File: config.mk
export PLATFORM = sky130hd
export DESIGN_NAME = multicycle_control
export DESIGN_NICKNAME = d
export VERILOG_FILES = /design/src/rtl/mc_pkg.sv /design/src/rtl/mc_wait_timer.sv /design/src/rtl/multicycle_control.sv
export SDC_FILE = /design/constraint.sdc
export NUM_CORES = 1
export LEC_CHECK = 0
export ABC_CLOCK_PERIOD_IN_PS = 4300
export BUFFER_PORTS_ARGS = -buffer_cell sky130_fd_sc_hd__buf_2
export CAP_MARGIN = 20
export CORE_MARGIN = 2
export CORE_UTILIZATION = 56
export DETAILED_ROUTE_END_ITERATION = 12
export GPL_TIMING_DRIVEN = 0
export PLACE_DENSITY = 0.84
export REMOVE_ABC_BUFFERS = 1
export SLEW_MARGIN = 30
export SYNTH_ARGS = -nofsm -noshare
export SYNTH_HDL_FRONTEND = slang
export SYNTH_SLANG_ARGS = --single-unit
File: constraint.sdc
create_clock -name clk -period 4.3 [get_ports clk]
set_input_delay 0.86 -clock clk [delete_from_list [all_inputs] [get_ports clk]]
set_output_delay 0.86 -clock clk [all_outputs]
set_load 0.03 [all_outputs]
File: src/rtl/mc_pkg.sv
// Shared types for the multicycle controller: state codes, opcodes and datapath select encodings.
// The JAL state exists only when MC_JAL_EN is defined.
package mc_pkg;

    typedef enum logic [3:0] {
        S_FETCH  = 4'd0,
        S_DECODE = 4'd1,
        S_MEMADR = 4'd2,
        S_MEMRD  = 4'd3,
        S_MEMWB  = 4'd4,
        S_MEMWR  = 4'd5,
        S_EXEC   = 4'd6,
        S_ALUWB  = 4'd7,
        S_BRANCH = 4'd8,
        S_ADDIEX = 4'd9,
        S_ADDIWB = 4'd10,
        S_JUMP   = 4'd11,
`ifdef MC_JAL_EN
        S_JAL    = 4'd12,
`endif
        S_ERROR  = 4'd13
    } state_e;

    localparam logic [5:0] OP_RTYPE = 6'b000000;
    localparam logic [5:0] OP_LW    = 6'b100011;
    localparam logic [5:0] OP_SW    = 6'b101011;
    localparam logic [5:0] OP_BEQ   = 6'b000100;
    localparam logic [5:0] OP_ADDI  = 6'b001000;
    localparam logic [5:0] OP_J     = 6'b000010;
    localparam logic [5:0] OP_JAL   = 6'b000011;

    localparam logic [1:0] ALUOP_ADD   = 2'b00;
    localparam logic [1:0] ALUOP_SUB   = 2'b01;
    localparam logic [1:0] ALUOP_FUNCT = 2'b10;

    localparam logic [1:0] SRCB_REG   = 2'b00;
    localparam logic [1:0] SRCB_FOUR  = 2'b01;
    localparam logic [1:0] SRCB_IMM   = 2'b10;
    localparam logic [1:0] SRCB_IMMSH = 2'b11;

    localparam logic [1:0] PCSRC_ALU    = 2'b00;
    localparam logic [1:0] PCSRC_ALUOUT = 2'b01;
    localparam logic [1:0] PCSRC_JUMP   = 2'b10;

    localparam logic [1:0] M2R_ALUOUT = 2'b00;
    localparam logic [1:0] M2R_MDR    = 2'b01;
    localparam logic [1:0] M2R_PC     = 2'b10;

    localparam logic [1:0] RD_RT = 2'b00;
    localparam logic [1:0] RD_RD = 2'b01;
    localparam logic [1:0] RD_RA = 2'b10;

    // States that wait on mem_ready and are therefore guarded by the timer.
    function automatic logic is_wait_state(input state_e s);
        return (s == S_FETCH) || (s == S_MEMRD) || (s == S_MEMWR);
    endfunction

endpackage

File: src/rtl/mc_wait_timer.sv
// 8-bit stall counter: counts cycles spent waiting on memory, flags expiry when it reaches TIMEOUT.
// expired is registered-state derived (no combinational path from inc/clear).
module mc_wait_timer #(
    parameter int unsigned TIMEOUT = 15
) (
    input  logic clk,
    input  logic reset,
    input  logic clear,
    input  logic inc,
    output logic expired
);

    localparam logic [7:0] LIMIT = 8'(TIMEOUT);

    logic [7:0] cnt_q, cnt_d;

    always_comb begin
        cnt_d = cnt_q;
        if (clear) begin
            cnt_d = '0;
        end else if (inc) begin
            cnt_d = cnt_q + 8'd1;
        end
    end

    always_ff @(posedge clk or posedge reset) begin
        if (reset) begin
            cnt_q <= '0;
        end else begin
            cnt_q <= cnt_d;
        end
    end

    assign expired = (cnt_q == LIMIT);

endmodule

File: src/rtl/multicycle_control.sv
// Multicycle MIPS-style control FSM with per-memory-state mem_ready timeout into a sticky ERROR state.
// Moore outputs except FETCH IRWrite/PCWrite (= mem_ready); MC_JAL_EN adds the JAL state.
module multicycle_control
    import mc_pkg::*;
#(
    parameter int unsigned TIMEOUT = 15
) (
    input  logic       clk,
    input  logic       reset,
    input  logic [5:0] OpCode,
    input  logic       mem_ready,
    output logic       PCWrite,
    output logic       PCWriteCond,
    output logic       IorD,
    output logic       MemRead,
    output logic       MemWrite,
    output logic       IRWrite,
    output logic       ALUSrcA,
    output logic       RegWrite,
    output logic [1:0] RegDst,
    output logic [1:0] MemToReg,
    output logic [1:0] ALUSrcB,
    output logic [1:0] ALUOp,
    output logic [1:0] PCSource,
    output logic [3:0] state,
    output logic       error
);

    state_e state_q, state_d;
    logic   expired;
    logic   timer_clr;
    logic   timer_inc;

    always_comb begin
        state_d = state_q;
        case (state_q)
            S_FETCH: begin
                if (mem_ready)    state_d = S_DECODE;
                else if (expired) state_d = S_ERROR;
            end
            S_DECODE: begin
                case (OpCode)
                    OP_LW, OP_SW: state_d = S_MEMADR;
                    OP_RTYPE:     state_d = S_EXEC;
                    OP_BEQ:       state_d = S_BRANCH;
                    OP_ADDI:      state_d = S_ADDIEX;
                    OP_J:         state_d = S_JUMP;
`ifdef MC_JAL_EN
                    OP_JAL:       state_d = S_JAL;
`endif
                    default:      state_d = S_ERROR;
                endcase
            end
            S_MEMADR: state_d = (OpCode == OP_LW) ? S_MEMRD : S_MEMWR;
            S_MEMRD: begin
                if (mem_ready)    state_d = S_MEMWB;
                else if (expired) state_d = S_ERROR;
            end
            S_MEMWR: begin
                if (mem_ready)    state_d = S_FETCH;
                else if (expired) state_d = S_ERROR;
            end
            S_EXEC:   state_d = S_ALUWB;
            S_ADDIEX: state_d = S_ADDIWB;
            S_MEMWB, S_ALUWB, S_BRANCH, S_ADDIWB, S_JUMP: state_d = S_FETCH;
`ifdef MC_JAL_EN
            S_JAL:    state_d = S_FETCH;
`endif
            S_ERROR:  state_d = S_ERROR;
            default:  state_d = S_ERROR;
        endcase
    end

    always_ff @(posedge clk or posedge reset) begin
        if (reset) begin
            state_q <= S_FETCH;
        end else begin
            state_q <= state_d;
        end
    end

    // Any transition restarts the stall count, so each wait state gets a full budget.
    assign timer_clr = (state_d != state_q);
    assign timer_inc = is_wait_state(state_q) && !mem_ready;

    mc_wait_timer #(.TIMEOUT(TIMEOUT)) u_wait_timer (
        .clk     (clk),
        .reset   (reset),
        .clear   (timer_clr),
        .inc     (timer_inc),
        .expired (expired)
    );

    always_comb begin
        PCWrite     = 1'b0;
        PCWriteCond = 1'b0;
        IorD        = 1'b0;
        MemRead     = 1'b0;
        MemWrite    = 1'b0;
        IRWrite     = 1'b0;
        ALUSrcA     = 1'b0;
        RegWrite    = 1'b0;
        RegDst      = RD_RT;
        MemToReg    = M2R_ALUOUT;
        ALUSrcB     = SRCB_REG;
        ALUOp       = ALUOP_ADD;
        PCSource    = PCSRC_ALU;
        case (state_q)
            S_FETCH: begin
                MemRead = 1'b1;
                ALUSrcB = SRCB_FOUR;
                IRWrite = mem_ready;
                PCWrite = mem_ready;
            end
            S_DECODE: ALUSrcB = SRCB_IMMSH;
            S_MEMADR, S_ADDIEX: begin
                ALUSrcA = 1'b1;
                ALUSrcB = SRCB_IMM;
            end
            S_MEMRD: begin
                IorD    = 1'b1;
                MemRead = 1'b1;
            end
            S_MEMWB: begin
                MemToReg = M2R_MDR;
                RegWrite = 1'b1;
            end
            S_MEMWR: begin
                IorD     = 1'b1;
                MemWrite = 1'b1;
            end
            S_EXEC: begin
                ALUSrcA = 1'b1;
                ALUOp   = ALUOP_FUNCT;
            end
            S_ALUWB: begin
                RegDst   = RD_RD;
                RegWrite = 1'b1;
            end
            S_BRANCH: begin
                ALUSrcA     = 1'b1;
                ALUOp       = ALUOP_SUB;
                PCWriteCond = 1'b1;
                PCSource    = PCSRC_ALUOUT;
            end
            S_ADDIWB: RegWrite = 1'b1;
            S_JUMP: begin
                PCWrite  = 1'b1;
                PCSource = PCSRC_JUMP;
            end
`ifdef MC_JAL_EN
            S_JAL: begin
                PCWrite  = 1'b1;
                PCSource = PCSRC_JUMP;
                RegDst   = RD_RA;
                MemToReg = M2R_PC;
                RegWrite = 1'b1;
            end
`endif
            default: ;
        endcase
        // Reset forces FETCH, whose mem_ready-driven strobes must not leak out meanwhile.
        if (reset) begin
            PCWrite     = 1'b0;
            PCWriteCond = 1'b0;
            MemRead     = 1'b0;
            MemWrite    = 1'b0;
            IRWrite     = 1'b0;
            RegWrite    = 1'b0;
        end
    end

    assign state = state_q;
    assign error = (state_q == S_ERROR);

endmodule

==> flow_metrics.py <==
metrics = {
    "power_and_ir_drop": {
        "p_switching_uw": 511,
        "switching_share": 0.577,
        "p_int_uw": 375,
        "power_frac_seq": 0.259,
        "p_comb_frac": 0.639,
        "leakagePower_nw": 0.586,
        "irDropWorstVdd_v": 0.000404,
        "power_density_mw_per_mm2": 676,
        "p_clk_frac": 0.102,
    },
    "clock_network": {
        "clk_pin_slew_ps": 80,
        "clockRootBuffer": "clkbuf_4",
        "clk_path_buf_depth": 2,
        "cts_setup_buffers": 0,
        "cts.sinks": 12,
        "cts_resized": 0,
        "cts_tree": "yes",
        "ctsHoldBuffers": 0,
        "cts-htree-levels": 1,
        "cts_buffers": 3,
        "clk_latency_ps": 280,
    },
    "worst_setup_path": {
        "r2r-start": "state[0]$_DFF_PP0_",
        "cp_top_family": "compound AO/OA/AOI/OAI gates",
        "slowest_stage": "dfrtp_1",
        "worst_ep_required_time_ps": 3440,
        "arrival_ps": 2540,
        "startpoint": "state[0]$_DFF_PP0_",
        "reg2reg_setup_slack_ps": 2040,
        "startpoint_type": "register",
        "path_max_fanout": 22,
        "cp_slowest_stage_delay_ps": 760,
        "critPathKind": "register to output port",
        "cp_num_buf_inv": 1,
        "crit_chain": "nor3b_1 -> a21oi_1 -> a211oi_2 -> nor3b_2 -> buf_2",
        "crit_path_end_kind": "output port",
    },
    "sta": {
        "tightest_slew_ps": 665,
        "setup-tns-final_ps": 0,
        "final-setup-viol-count": 0,
        "skew_ps": 5.36,
        "finalHoldViolCount": 0,
        "timing.hold.ws_ps": 617,
        "rsz0062_at_grt": "no",
        "layout_worst_path_cycle_share": 0.790,
        "max_freq_mhz": 294,
        "slew_headroom": 0.557,
        "min_period_ps": 3400,
        "setup_ws_ps": 904,
        "slew_viol_final": 0,
    },
    "drt": {
        "drt_iter0_drc": 21,
        "drc": 0,
        "viasPerCell": 6.05,
        "detail_route.wl_per_cell_um": 13.6,
        "wirelength_um": 2580,
        "ant_nets": 0,
        "vias": 1149,
        "dr.pass1.iters": 5,
    },
    "placement": {
        "gp_congestion": 0.851,
        "dp_slack_ps": 990,
        "io_buffers": 29,
        "dp.final_hpwl_um": 1920,
        "place_inst": 186,
    },
    "synth": {
        "syn_avg_cell_area_um2": 8.36,
        "netlist_area_mm2": 0.00118,
        "yosysSeqAreaShare": 0.255,
        "syn_inst": 141,
        "synthTopCellsByCount": "nor3_1 (15), nor2_1 (13), dfrtp_1 (12)",
        "synth_top_area_frac": 0.255,
        "synth_top_area_cell": "dfrtp_1",
        "ys_ff_latch": 12,
        "synth_edf_count": 0,
        "synth_warnings": 0,
        "yosysMostFrequentCell": "nor3_1",
        "ys_types": 48,
        "ys_async_sr_fraction": 1.00,
        "synth_flop_cell": "dfrtp_1",
        "synthTopCellsByArea": "dfrtp_1 (25%), nor3_1 (6.4%), xor2_1 (5.9%)",
    },
    "cells_and_area": {
        "fin_cells": 190,
        "drive_above_1_share": 0.301,
        "n_fill_cell": 175,
        "area_growth_pct": 11.3,
        "antenna_cells": 0,
        "multi_input_area_um2": 781,
        "final_core_util": 0.662,
        "seqCellArea_um2": 300,
        "num-nets-final": 174,
    },
    "grt": {
        "grt_pass1_vias": 1037,
        "antenna_found_initial": 0,
        "grt_max_degree": 23,
        "grt_overflow_total": 0,
        "grtUsageTotal": 0.232,
        "grt_pass1_wl_um": 4530,
    },
    "floorplanning": {
        "dieArea_mm2": 0.00249,
        "die_w_um": 49.9,
        "core_mm2": 0.00198,
        "rows": 16,
        "initial_core_util": 0.595,
        "ios": 32,
        "dieHeight_um": 49.9,
    },
    "min_path": {
        "min_path_type": "register to register",
        "hold_start": "u_wait_timer.cnt_q[7]$_DFFE_PP0P_",
    },
    "outcome": {
        "status": "completed",
    },
    "flow_run": {
        "maxCapViolations": 0,
    },
}
==> cells by family (layout without fill, tap and decap cells) <==
| group | after synthesis | in the layout | share of synthesized area |
|---|---|---|---|
| flip-flops | 12 | 12 | 0.255 |
| adder cells (fa/ha/maj) | 1 | 1 | 0.0106 |
| AND/OR/NAND/NOR | 74 | 74 | 0.373 |
| multiplexers | 2 | 2 | 0.0170 |
| other | 1 | 2 | 0.00318 |
| XOR/XNOR | 9 | 9 | 0.0669 |
| buffers and inverters | 16 | 37 | 0.0860 |
| AO/OA/AOI/OAI | 26 | 26 | 0.189 |
==> stage by stage <==
| step | power [mW] | instance area (um2) |
|---|---|---|
| floorplan | 0.652 | 1100 |
| global placement | 0.788 | 1270 |
| detailed placement | 0.801 | 1270 |
| CTS | 0.895 | 1310 |
| global route | 0.963 | 1310 |
| finish | 0.886 | 1310 |
==> state kept, by name, indices dropped and copies added (netlist names) <==
name	cells
state	4
u_wait_timer.cnt_q	8
==> power by group through the flow <==
stage                     registers, mW  clock network (mW)  logic (mW)
after detailed placement          0.231                   0       0.570
after floorplan                   0.243                   0       0.409
after global placement            0.226                   0       0.562
after CTS                         0.229              0.0944       0.571
after global routing              0.245              0.0989       0.619
final                             0.229              0.0902       0.567
==> path summary, 6_finish.rpt <==
check	end	cells past startpoint
max	error	5
min	u_wait_timer.cnt_q[7]$_DFFE_PP0P_	2
max reg2reg	u_wait_timer.cnt_q[5]$_DFFE_PP0P_	4
min reg2reg	u_wait_timer.cnt_q[7]$_DFFE_PP0P_	2
max in group asynchronous	u_wait_timer.cnt_q[2]$_DFFE_PP0P_	2
min in group asynchronous	state[2]$_DFF_PP0_	2
==> cell usage in the layout, fill, tap and decap left out, types with 2 or more instances in the layout <==
cell / instances
dfrtp_1: 12
nand2b_1: 3
xor2_1: 8
inv_1: 4
nor3b_1: 2
o211ai_1: 2
nor2_1: 13
conb_1: 2
nand3_1: 3
a31oi_1: 2
nor4b_1: 2
nand4_1: 5
o21ai_0: 3
nor4_1: 5
nand2_1: 10
clkbuf_4: 3
buf_2: 29
and3_1: 2
and2_1: 3
a21oi_1: 7
nor3_1: 15
mux2i_1: 2
==> worst min-delay path, delay by kind of cell (launching register included) <==
| kind | cells | cell delay, ps |
|---|---|---|
| DFF | 1 | 370 |
| xor gates and xnor gates | 1 | 150 |
| and+or+nand+nor | 1 | 60 |
==> final cells by class <==
type / count / share of cell area
Clock buffer: 4 / 0.0277
Tap cell: 27 / 0.0258
Sequential cell: 12 / 0.229
Multi-Input combinational cell: 114 / 0.595
Inverter: 4 / 0.0115
Timing Repair Buffer: 29 / 0.111
==> routing by layer <==
layer	vias up	wire length [um]	GRT usage
li1	561	-	-
met5	-	0	0
met4	0	29	0.0787
met1	544	1090	0.309
met3	4	156	0.0303
met2	40	1310	0.387
(Power assumes the default switching activity.)
